==> src/rtl/rshift_iter_if.sv <==
// rshift_iter_if: request/result handshake bundle for the iterative right-shift sequencer
interface rshift_iter_if #(parameter int N = 32, parameter int S = 5);
  logic         in_valid;
  logic         in_ready;
  logic [N-1:0] in_data;
  logic [S-1:0] in_amt;
  logic         in_sgn;
  logic         out_valid;
  logic         out_ready;
  logic [N-1:0] out_data;
  logic         out_sticky;
  logic         busy;
  modport master (output in_valid, in_data, in_amt, in_sgn, out_ready,
                  input  in_ready, out_valid, out_data, out_sticky, busy);
  modport slave  (input  in_valid, in_data, in_amt, in_sgn, out_ready,
                  output in_ready, out_valid, out_data, out_sticky, busy);
endinterface

==> src/rtl/rshift_iter_ctrl.sv <==
// rshift_iter_ctrl: multi-cycle sticky right shift reusing one narrow stage; RSHIFT_ITER_EARLY_EXIT_EN stops once data is saturated
module rshift_iter_ctrl #(
  parameter int N = 32,
  parameter int S = 5,
  parameter int STEP_BITS = 2
) (
  input logic clk,
  input logic reset,
  rshift_iter_if.slave bus
);
  localparam int MAX_STEP = 2**STEP_BITS - 1;
  localparam logic [1:0] IDLE = 2'd0, SHIFT = 2'd1, DONE = 2'd2;
  logic [1:0] state;
  logic [N-1:0] data, data_n, mask, out_data;
  logic [S-1:0] rem, rem_n, step;
  logic [2*N-1:0] ext;
  logic sgn, sticky, sticky_n, out_sticky, early, fin;
  // one stage: shift by at most MAX_STEP, collecting the bits that fall off bit 0
  always_comb begin
    step = (rem < S'(MAX_STEP)) ? rem : S'(MAX_STEP);
    ext = {{N{sgn}}, data} >> step;
    data_n = ext[N-1:0];
    mask = (N'(1) << step) - N'(1);
    rem_n = rem - step;
`ifdef RSHIFT_ITER_EARLY_EXIT_EN
    early = (data_n == {N{sgn}}) && (rem_n != '0);
`else
    early = 1'b0;
`endif
    sticky_n = sticky | (|(data & mask)) | (early & sgn);
    fin = (rem_n == '0) || early;
  end
  // sequencer; results are copied to the output registers only on completion
  always_ff @(posedge clk) begin
    if (reset) begin
      state <= IDLE;
      data <= '0;
      rem <= '0;
      sgn <= 1'b0;
      sticky <= 1'b0;
      out_data <= '0;
      out_sticky <= 1'b0;
    end else begin
      case (state)
        IDLE: if (bus.in_valid) begin
          data <= bus.in_data;
          rem <= bus.in_amt;
          sgn <= bus.in_sgn;
          sticky <= 1'b0;
          state <= (bus.in_amt == '0) ? DONE : SHIFT;
          if (bus.in_amt == '0) begin
            out_data <= bus.in_data;
            out_sticky <= 1'b0;
          end
        end
        SHIFT: begin
          data <= data_n;
          rem <= early ? '0 : rem_n;
          sticky <= sticky_n;
          if (fin) begin
            state <= DONE;
            out_data <= data_n;
            out_sticky <= sticky_n;
          end
        end
        DONE: if (bus.out_ready) state <= IDLE;
        default: state <= IDLE;
      endcase
    end
  end
  assign bus.in_ready = (state == IDLE);
  assign bus.out_valid = (state == DONE);
  assign bus.busy = (state == SHIFT) || (state == DONE);
  assign bus.out_data = out_data;
  assign bus.out_sticky = out_sticky;
endmodule
==> src/flat_wrapper.sv <==
// flat-port wrapper written by rule: the top's interface ports become plain ports
module rshift_iter_ctrl_flat 
#(
  parameter int N = 32,
  parameter int S = 5,
  parameter int STEP_BITS = 2
)
  (clk, reset, bus_in_valid, bus_in_data, bus_in_amt, bus_in_sgn, bus_out_ready, bus_in_ready, bus_out_valid, bus_out_data, bus_out_sticky, bus_busy);
  rshift_iter_if #(.N(N), .S(S)) bus_i ();
  input logic clk;
  input logic reset;
  input wire logic [$bits(bus_i.in_valid)-1:0] bus_in_valid;
  input wire logic [$bits(bus_i.in_data)-1:0] bus_in_data;
  input wire logic [$bits(bus_i.in_amt)-1:0] bus_in_amt;
  input wire logic [$bits(bus_i.in_sgn)-1:0] bus_in_sgn;
  input wire logic [$bits(bus_i.out_ready)-1:0] bus_out_ready;
  output wire logic [$bits(bus_i.in_ready)-1:0] bus_in_ready;
  output wire logic [$bits(bus_i.out_valid)-1:0] bus_out_valid;
  output wire logic [$bits(bus_i.out_data)-1:0] bus_out_data;
  output wire logic [$bits(bus_i.out_sticky)-1:0] bus_out_sticky;
  output wire logic [$bits(bus_i.busy)-1:0] bus_busy;
  assign bus_i.in_valid = bus_in_valid;
  assign bus_i.in_data = bus_in_data;
  assign bus_i.in_amt = bus_in_amt;
  assign bus_i.in_sgn = bus_in_sgn;
  assign bus_i.out_ready = bus_out_ready;
  assign bus_in_ready = bus_i.in_ready;
  assign bus_out_valid = bus_i.out_valid;
  assign bus_out_data = bus_i.out_data;
  assign bus_out_sticky = bus_i.out_sticky;
  assign bus_busy = bus_i.busy;
  rshift_iter_ctrl #(.N(N), .S(S), .STEP_BITS(STEP_BITS)) u_core (.clk(clk), .reset(reset), .bus(bus_i));
endmodule
==> config.mk <==
export PLATFORM = sky130hd
export DESIGN_NAME = rshift_iter_ctrl_flat
export DESIGN_NICKNAME = d
export VERILOG_FILES = /design/src/rtl/rshift_iter_if.sv /design/src/rtl/rshift_iter_ctrl.sv /design/src/flat_wrapper.sv
export SDC_FILE = /design/constraint.sdc
export NUM_CORES = 1
export LEC_CHECK = 0
export CAP_MARGIN = 15
export CORE_MARGIN = 8
export CORE_UTILIZATION = 40
export DETAILED_ROUTE_END_ITERATION = 6
export GPL_TIMING_DRIVEN = 0
export SETUP_SLACK_MARGIN = 0.5
export SYNTH_ARGS = -nofsm -noshare
export SYNTH_HDL_FRONTEND = slang
export SYNTH_SLANG_ARGS = --single-unit
==> constraint.sdc <==
create_clock -name clk -period 3.29 [get_ports clk]
set_input_delay 0.658 -clock clk [delete_from_list [all_inputs] [get_ports clk]]
set_output_delay 0.658 -clock clk [all_outputs]
set_load 0.05 [all_outputs]
==> Yosys cells after proc, flatten, opt, wreduce, memory -nomap -nowiden <==
Cells that the tools add are included.
{ "word_totals": {"word_cells": 50, "ff_bits": 74, "in_bits": 42, "output_inout_bits": 36} }
{ "op_classes": {"eq_ne": 6, "n_bitwise": 2, "shift": 2, "n_mux": 20, "reduce_logical": 10, "n_lt_le_gt_ge": 1, "addsub": 2} }
{ "op_table": {"columns": ["op", "n"], "rows": [
  ["$mux 32", 4],
  ["$pmux 32 s2", 2],
  ["$shr 64x5->32", 1],
  ["$and 32x32->32", 1],
  ["$reduce_or 32->1", 1],
  ["$shl 1x5->32 const A", 1],
  ["$sub 32x2->32 const B", 1],
  ["$logic_not 5->1", 2],
  ["$mux 5", 2],
  ["$pmux 5 s2", 1],
  ["$mux 2", 4],
  ["$pmux 2 s3", 1],
  ["$lt 5x2->1 const B", 1],
  ["$sub 5x5->5", 1],
  ["$mux 1", 4],
  ["$ne 2x1->1 const B", 2],
  ["$ne 2x2->1 const B", 2],
  ["$pmux 1 s2", 2],
  ["$reduce_and 2->1", 2],
  ["$reduce_and 4->1", 1],
  ["$reduce_and 3->1", 1],
  ["$eq 2x1->1 const B", 1],
  ["$eq 2x2->1 const B", 1],
  ["$logic_not 2->1", 1],
  ["3 further kinds", 3]
]} }

==> Depth between registers and ports, before layout <==
{ "depth": {"depth_word": 9, "mapped_depth": 11, "ltp_nobuf": 8} }

==> Worst setup path before layout <==
No wires, ideal clock.
{ "synth_path": {"path_type": "register -> register", "startpoint": "reg u_core.rem[4]", "endpoint": "reg u_core.sticky", "t_required_ps": 3152, "path_buffers": 2, "period_less_slack_ps": 2309, "path_stages_with_launch": 11, "t_arrival_ps": 2171, "setup_ps": 138, "setup_slack_ps": 981, "cell_sequence": "dfxtp_1 > or4_1 > clkbuf_1 > clkbuf_1 > nand2b_1 > ha_1 > inv_1 > a21oi_1 > a21oi_1 > a311oi_1 > a211oi_1"} }
{ "synth_between": {"elab_chain_len": 8} }
{ "synth_rtl": {"columns": ["element", "line", "source"], "rows": [
  ["start, declared", "rshift_iter_ctrl.sv:15", "logic [S-1:0] rem, rem_n, step;"],
  ["start signal, assigned", "rshift_iter_ctrl.sv:47", "rem <= bus.in_amt;"],
  ["start signal, assigned", "rshift_iter_ctrl.sv:58", "rem <= early ? '0 : rem_n;"],
  ["$lt 5x2->1", "rshift_iter_ctrl.sv:20", "step = (rem < S'(MAX_STEP)) ? rem : S'(MAX_STEP);"],
  ["$mux 5 (*)", "rshift_iter_ctrl.sv:20", null],
  ["$shl 1x5->32 (*)", "rshift_iter_ctrl.sv:23", "mask = (N'(1) << step) - N'(1);"],
  ["$sub 32x2->32 (*)", "rshift_iter_ctrl.sv:23", null],
  ["$and 32x32->32 (*)", "rshift_iter_ctrl.sv:30", "sticky_n = sticky | (|(data & mask)) | (early & sgn);"],
  ["$reduce_or 32->1 (*)", "rshift_iter_ctrl.sv:30", null],
  ["$or 1x1->1 (*)", "rshift_iter_ctrl.sv:30", null],
  ["$pmux 1 s2 (*)", "rshift_iter_ctrl.sv:44", "case (state)"],
  ["end signal, assigned", "rshift_iter_ctrl.sv:59", "sticky <= sticky_n;"],
  ["end, declared", "rshift_iter_ctrl.sv:17", "logic sgn, sticky, sticky_n, out_sticky, early, fin;"]
]} }
Every way passes the cells marked *; elsewhere a longest branch is shown, timed or not.
A chain may end at the register's enable or synchronous reset.

==> Final worst setup path <==
{ "layout_path": {"startpoint": "reg u_core.rem[2]", "endpoint": "reg u_core.sticky"} }
Same word-level chain as after synthesis.

==> results.json <==
{
  "status": "complete, no violations",
  "worstSetupStartpointType": "register",
  "crit_family": "compound AO/OA/AOI/OAI gates",
  "first_pass_iters": 5,
  "p_int_mw": 3.24,
  "synthCells": 593,
  "p_leak_nw": 2.20,
  "power.total_mw": 6.39,
  "stdcell_count": 830,
  "place_hpwl_um": 10900,
  "rows": 39,
  "switchingPower_mw": 3.15,
  "hold_violations": 0,
  "vias_per_cell": 5.56,
  "fp.dieW_um": 123,
  "synth_edf_count": 0,
  "pre_cts_ws_ns": -0.0293,
  "worst_slack_ns": 0.681,
  "p_comb_frac": 0.602,
  "synth_area_leaders": "dfxtp_1 32%, nor3_1 13%, a221oi_2 9.5%",
  "fin_crit_sh": 0.793,
  "cap_violations": 0,
  "antenna_left": 0,
  "antenna_found_initial": 0,
  "dp.cells": 812,
  "cp_max_fo": 10,
  "grt_max_degree": 13,
  "fin_nets": 729,
  "cts_tree": "yes",
  "synth_top_area_frac": 0.324,
  "drc": 0,
  "synth_fp_nets": 640,
  "hp-class": "register to register",
  "vias": 4618,
  "cp_num_buf_inv": 4,
  "hold_depth": 2,
  "rsz0062_at_grt": "false",
  "synth_most_common_cell": "nor3_1",
  "max_slew_margin": 0.519,
  "cts_root_buffer": "clkbuf_16",
  "yosys.area.top_type": "dfxtp_1",
  "r2r_end": "u_core.sticky",
  "crit_type": "register to register",
  "seqPwrFrac": 0.228,
  "area_delta_synth_final_pct": 28.8,
  "synth_ff_type": "dfxtp_1",
  "fin_skew_ns": 0.00674,
  "grt_pass1_vias": 4679,
  "async_flop_share": 0,
  "r2r_start": "u_core.rem[2]",
  "yosysWarningCount": 0,
  "reg2reg_depth": 11,
  "cts_max_path_buffers": 2,
  "yosys-top-cells-count": "123 x nor3_1, 74 x dfxtp_1, 74 x nor2_1",
  "core_mm2": 0.0113,
  "dr.first_iter.drc_count": 348,
  "end_kind": "register",
  "swShare": 0.493,
  "period_minus_slack_ns": 2.61,
  "worst_slew_pin_slew_ns": 0.721,
  "drive_above_1_share": 0.109,
  "grtUsageTotal": 0.201,
  "yosysSeqAreaShare": 0.324,
  "synth_cell_types": 38,
  "holdPathEnd": "u_core.bus.out_data[31]",
  "initial_core_util": 0.406,
  "crit_top_cell": "a21oi_1",
  "setup_viol_count_final": 0,
  "crit_slowest_cell": "or4_1",
  "place.gp.congestion": 0.924,
  "die_area_mm2": 0.0151,
  "synth-seq-cells": 74,
  "crit_path_max_incr_delay_ns": 0.46,
  "n_antenna_cell": 0,
  "arrival_ns": 2.81,
  "grt_pass1_wl_um": 24100,
  "ir_drop_uv": 496,
  "ctsHoldBuffers": 0,
  "htreeDepth": 3,
  "die_h_um": 123,
  "power_density_mw_per_mm2": 1080,
  "worstPathCellList": "buf_6 -> or4_1 -> clkbuf_1 -> buf_2 -> nand2b_1 -> ha_1 -> inv_1 -> a21oi_1 -> a21oi_1 -> a311oi_2 -> a211oi_1",
  "reg2reg_slack_ns": 0.68,
  "cts_sinks": 74,
  "netlist_area_mm2": 0.00458,
  "required_ns": 3.49,
  "io_pins": 78,
  "cts-buffers-inserted": 9,
  "p_clk_frac": 0.170,
  "clk_pin_slew_ns": 0.06,
  "clkLatencyLatePin_ns": 0.35,
  "overflow": 0,
  "max_freq_mhz": 383,
  "synth.avg_cell_area_um2": 7.72,
  "hold_path.startpoint": "u_core.bus.out_data[31]",
  "io_buffer_count": 76,
  "final_core_util": 0.523,
  "wl_per_cell_um": 17.9,
  "wirelength_um": 14900,
  "slew_violations": 0
}
repair_timing:
item | CTS | global route
pin swaps | 1 | 2
setup endpoints to repair | 32 | 32
setup buffers | 1 | 1
gates resized for setup | 4 | 7
layout by cell type (no fill, tap or decap), types with 6 or more instances in the layout:
| master | count |
|---|---|
| clkbuf_1 | 30 |
| a211oi_1 | 6 |
| nor2b_1 | 33 |
| nand2b_1 | 32 |
| nand2_1 | 44 |
| inv_1 | 7 |
| nor2_1 | 74 |
| clkbuf_16 | 9 |
| nor3_1 | 123 |
| dfxtp_1 | 73 |
| buf_2 | 14 |
| a21o_1 | 30 |
| a21boi_0 | 28 |
| a221oi_2 | 29 |
| a21oi_1 | 14 |
| clkdlybuf4s50_1 | 76 |
power by group through the flow:
stage | Combinational (mW) | Sequential, mW | Clock (mW)
global route | 4.19 | 1.50 | 1.14
global placement | 3.70 | 1.46 | 0
finish | 3.85 | 1.46 | 1.09
floorplan | 2.48 | 1.72 | 0
CTS | 3.79 | 1.45 | 1.10
detailed placement | 3.75 | 1.47 | 0
final cells by class:
| class | instances | area (um2) |
|---|---|---|
| multi-input cells | 457 | 2830 |
| plain buffers | 55 | 265 |
| well taps | 143 | 179 |
| clock buffers | 11 | 243 |
| inverters | 7 | 26.3 |
| fillers | 1099 | 5380 |
| flip-flops and latches | 74 | 1480 |
| clock inverters | 5 | 77.6 |
| repair buffers | 78 | 788 |
logic make-up after synthesis:
kind of cell	after synthesis	synth area share
compound gates	124	0.243
xor+xnor	1	0.00191
fa+ha+maj	5	0.0137
buf+inv	62	0.0626
flops	74	0.324
mux	4	0.00875
simple gates	323	0.347
worst max path at each step:
stage / start / endpoint / slack (ns) / cells after the start
detailed placement: bus_in_amt[3] / u_core.bus.out_data[31] / -0.03 / 7
finish: u_core.rem[2] / u_core.sticky / 0.68 / 11
global placement: bus_in_amt[3] / u_core.bus.out_data[31] / -0.06 / 7
floorplan: u_core.rem[4] / u_core.sticky / 0.98 / 10
CTS: u_core.rem[4] / u_core.sticky / 0.51 / 10
global route: u_core.rem[2] / u_core.sticky / 0.51 / 11
state kept, by name (all words and copies together) (netlist names):
| signal | flops |
|---|---|
| u_core.bus.out_data | 32 |
| u_core.data | 32 |
| u_core.rem | 5 |
| u_core.state | 2 |
| u_core.bus.out_sticky | 1 |
| u_core.sgn | 1 |
| u_core.sticky | 1 |
tightest hold or removal path, delay by kind of cell, from the launching register on:
kind	cells	cell delay, ns
DFF	1	0.30
and+or+nand+nor	1	0.05
AOI/OAI and AO/OA	1	0.05
through the flow:
stage / hold WS (ns) / cell area (um2) / setup TNS [ns]
2_1_floorplan: 0.454 / 4580 / 0
3_3_place_gp: 0.446 / 5520 / -0.0603
3_5_place_dp: 0.448 / 5520 / -0.0369
4_1_cts: 0.455 / 5850 / 0
5_1_grt: 0.502 / 5890 / 0
6_report: 0.456 / 5890 / 0
metal layers:
metal	GRT usage	wire, um
met4	0.0752	345
met5	0	0
met2	0.318	6810
met1	0.256	6860
met3	0.0566	855
Power figures use the tool's default switching activity.
==> RTL change, RTL diff (config.mk and constraints unchanged) <==
`S` is set to 5 in 3 places; all go to 6.
--- a/src/rtl/rshift_iter_if.sv
+++ b/src/rtl/rshift_iter_if.sv
@@ -1,5 +1,5 @@
 // rshift_iter_if: request/result handshake bundle for the iterative right-shift sequencer
-interface rshift_iter_if #(parameter int N = 32, parameter int S = 5);
+interface rshift_iter_if #(parameter int N = 32, parameter int S = 6);
   logic         in_valid;
   logic         in_ready;
   logic [N-1:0] in_data;
--- a/src/rtl/rshift_iter_ctrl.sv
+++ b/src/rtl/rshift_iter_ctrl.sv
@@ -1,7 +1,7 @@
 // rshift_iter_ctrl: multi-cycle sticky right shift reusing one narrow stage; RSHIFT_ITER_EARLY_EXIT_EN stops once data is saturated
 module rshift_iter_ctrl #(
   parameter int N = 32,
-  parameter int S = 5,
+  parameter int S = 6,
   parameter int STEP_BITS = 2
 ) (
   input logic clk,
--- a/src/flat_wrapper.sv
+++ b/src/flat_wrapper.sv
@@ -2,7 +2,7 @@
 module rshift_iter_ctrl_flat 
 #(
   parameter int N = 32,
-  parameter int S = 5,
+  parameter int S = 6,
   parameter int STEP_BITS = 2
 )
   (clk, reset, bus_in_valid, bus_in_data, bus_in_amt, bus_in_sgn, bus_out_ready, bus_in_ready, bus_out_valid, bus_out_data, bus_out_sticky, bus_busy);
Interface: changed (resized bus_in_amt); port bits go from 78 to 79. The function was not compared with the original's and may differ.
==> RTL change against the unedited design <==
Non-clock buffer count shrank 4. Routed wire length fell by 2.5%. Clock power decreased by 23%. Worst setup slack worse by 62 ps. Final area shrank 2.9%. Power shrank 0.79%. Synthesized area is 2.7% lower. Sequential cell count grew 1. Cell count is 6.5% lower.
==> RTL change: results (changes against the unedited design) <==
Outcome
  • Status: completed (unchanged)

Yosys
  • Yosys cell types: 56 (was 38)
  • Post-Synthesis Cells: 540 (was 593)
  • Net Count, Synth: 588 (was 640)
  • Top cells by count, synth: 75 x dfxtp_1, 70 x nand2_1, 47 x nor2_1 (was 123 x nor3_1, 74 x dfxtp_1, 74 x nor2_1)
  • Area contributors post-synth: dfxtp_1 34%, mux2_2 7.1%, nand2_1 5.9%, a211oi_2 5.6%, o22a_2 5.6% (was dfxtp_1 32%, nor3_1 13%, a221oi_2 9.5%, nor2_1 6.1%, a21o_1 4.9%)
  • Seq/Total Area, Yosys: 33.7% (was 32.4%)

Placed design
  • Placed cell count: 758 (was 812)
  • Port-buffer cells: 78 (was 76)
  • Post-DP HPWL: 10500 um (was 10900 um)
  • Gpl congestion: 0.879 (was 0.924)

Worst hold path
  • Worst Hold End: u_core.bus.out_data[1] (was u_core.bus.out_data[31])
  • Hold Path Origin: u_core.bus.out_data[1] (was u_core.bus.out_data[31])
  • Hold path depth: 1 (was 2)

Worst setup path
  • Worst flop-to-flop path endpoint: u_core.bus.out_data[3] (was u_core.sticky)
  • R2r startpoint: u_core.rem[3] (was u_core.rem[2])
  • CP max stage cell: or4_4 (was or4_1)
  • Setup slack, reg-to-reg: 620 ps (was 680 ps)
  • Crit path DAT: 2950 ps (was 2810 ps)
  • Largest delay contributor family on the critical path: simple AND/OR/NAND/NOR gates (was compound AO/OA/AOI/OAI gates)
  • Biggest cell delay along the critical path: 500 ps (was 460 ps)

GRT
  • First-pass GRT wire length: 23200 um (was 24100 um)

Detailed routing
  • Via-to-Cell Ratio: 5.74 (was 5.56)
  • WL met1: 6610 um (was 6860 um)
  • DRT iter0 DRCs: 346 (was 348)
  • Wire length on met3: 856 um (was 855 um)
  • Wire per inst: 18.7 um (was 17.9 um)
  • Metal2 WL: 6710 um (was 6810 um)

Finish
  • NumNets Final: 679 (was 729)
  • Most common cell after layout, fill and taps aside: clkdlybuf4s50_1 (was nor3_1)
  • Share of layout cells above drive strength 1: 20.1% (was 10.9%)

STA
  • Slew headroom: 54.1% (was 51.9%)

CTS
  • Reg clk slew, reported paths: 90 ps (was 60 ps)
## RTL change: changes by cell type after synthesis, sizes merged, moves of 30 or more
cell,delta
a21o,-30
nor3,-117
o22ai,+30
nand2b,-31
o21ai,+32
## RTL change: stage by stage
step | hold WS (ps) | worst slack [ps] | utilization, % | cell area, um2
2_1_floorplan | 435 | 802 | - | 4460
3_3_place_gp | 452 | -114 | 49.9 | 5410
3_5_place_dp | 457 | -76.5 | 49.9 | 5410
4_1_cts | 475 | 506 | 52.5 | 5690
5_1_grt | 501 | 482 | 52.8 | 5720
6_report | 473 | 619 | 52.8 | 5720
## RTL change: final cells by class
cell class,count,area share [%]
Tap cell,140,3.06
Clock inverter,5,1.31
Multi-Input combinational cell,408,47.1
Inverter,8,0.525
Timing Repair Buffer,80,13.9
Clock buffer,11,2.65
Sequential cell,75,26.2
Buffer,49,5.18
## RTL change: kinds of logic after synthesis
family / after synthesis / synth area share (%)
xor+xnor: 1 / 0.197
flops: 75 / 33.7
fa+ha+maj: 5 / 1.40
simple gates: 182 / 18.6
mux: 33 / 8.20
compound gates: 187 / 31.0
buf+inv: 57 / 6.91
## RTL change: power breakdown
group	leakage [nW]	internal, mW	switching (mW)
clock network	0.119	0.466	0.376
logic	1.30	1.60	2.28
registers	0.615	1.23	0.383
## RTL change: worst max-delay path by stage
| stage | from | depth (start not counted) | endpoint | slack [ps] |
|---|---|---|---|---|
| after floorplan | u_core.rem[2] | 10 | u_core.state[0] | 800 |
| after global placement | u_core.rem[0] | 10 | u_core.bus.out_data[3] | -110 |
| after detailed placement | u_core.rem[0] | 10 | u_core.bus.out_data[3] | -80 |
| after CTS | u_core.rem[3] | 10 | u_core.state[0] | 510 |
| after global routing | u_core.rem[3] | 11 | u_core.bus.out_data[2] | 480 |
| final | u_core.rem[3] | 11 | u_core.bus.out_data[3] | 620 |
## RTL change: routing by layer
metal | GRT usage (%) | up-vias
met1 | 25.7 | 2111
met5 | 0 | -
met2 | 31.3 | 142
met4 | 7.40 | 0
li1 | - | 2172
met3 | 3.93 | 26
## RTL change: timing repair
action,CTS,global route
setup endpoints to repair,35,32
gates resized for setup,12,8
pin swaps,1,2
setup buffers,0,1
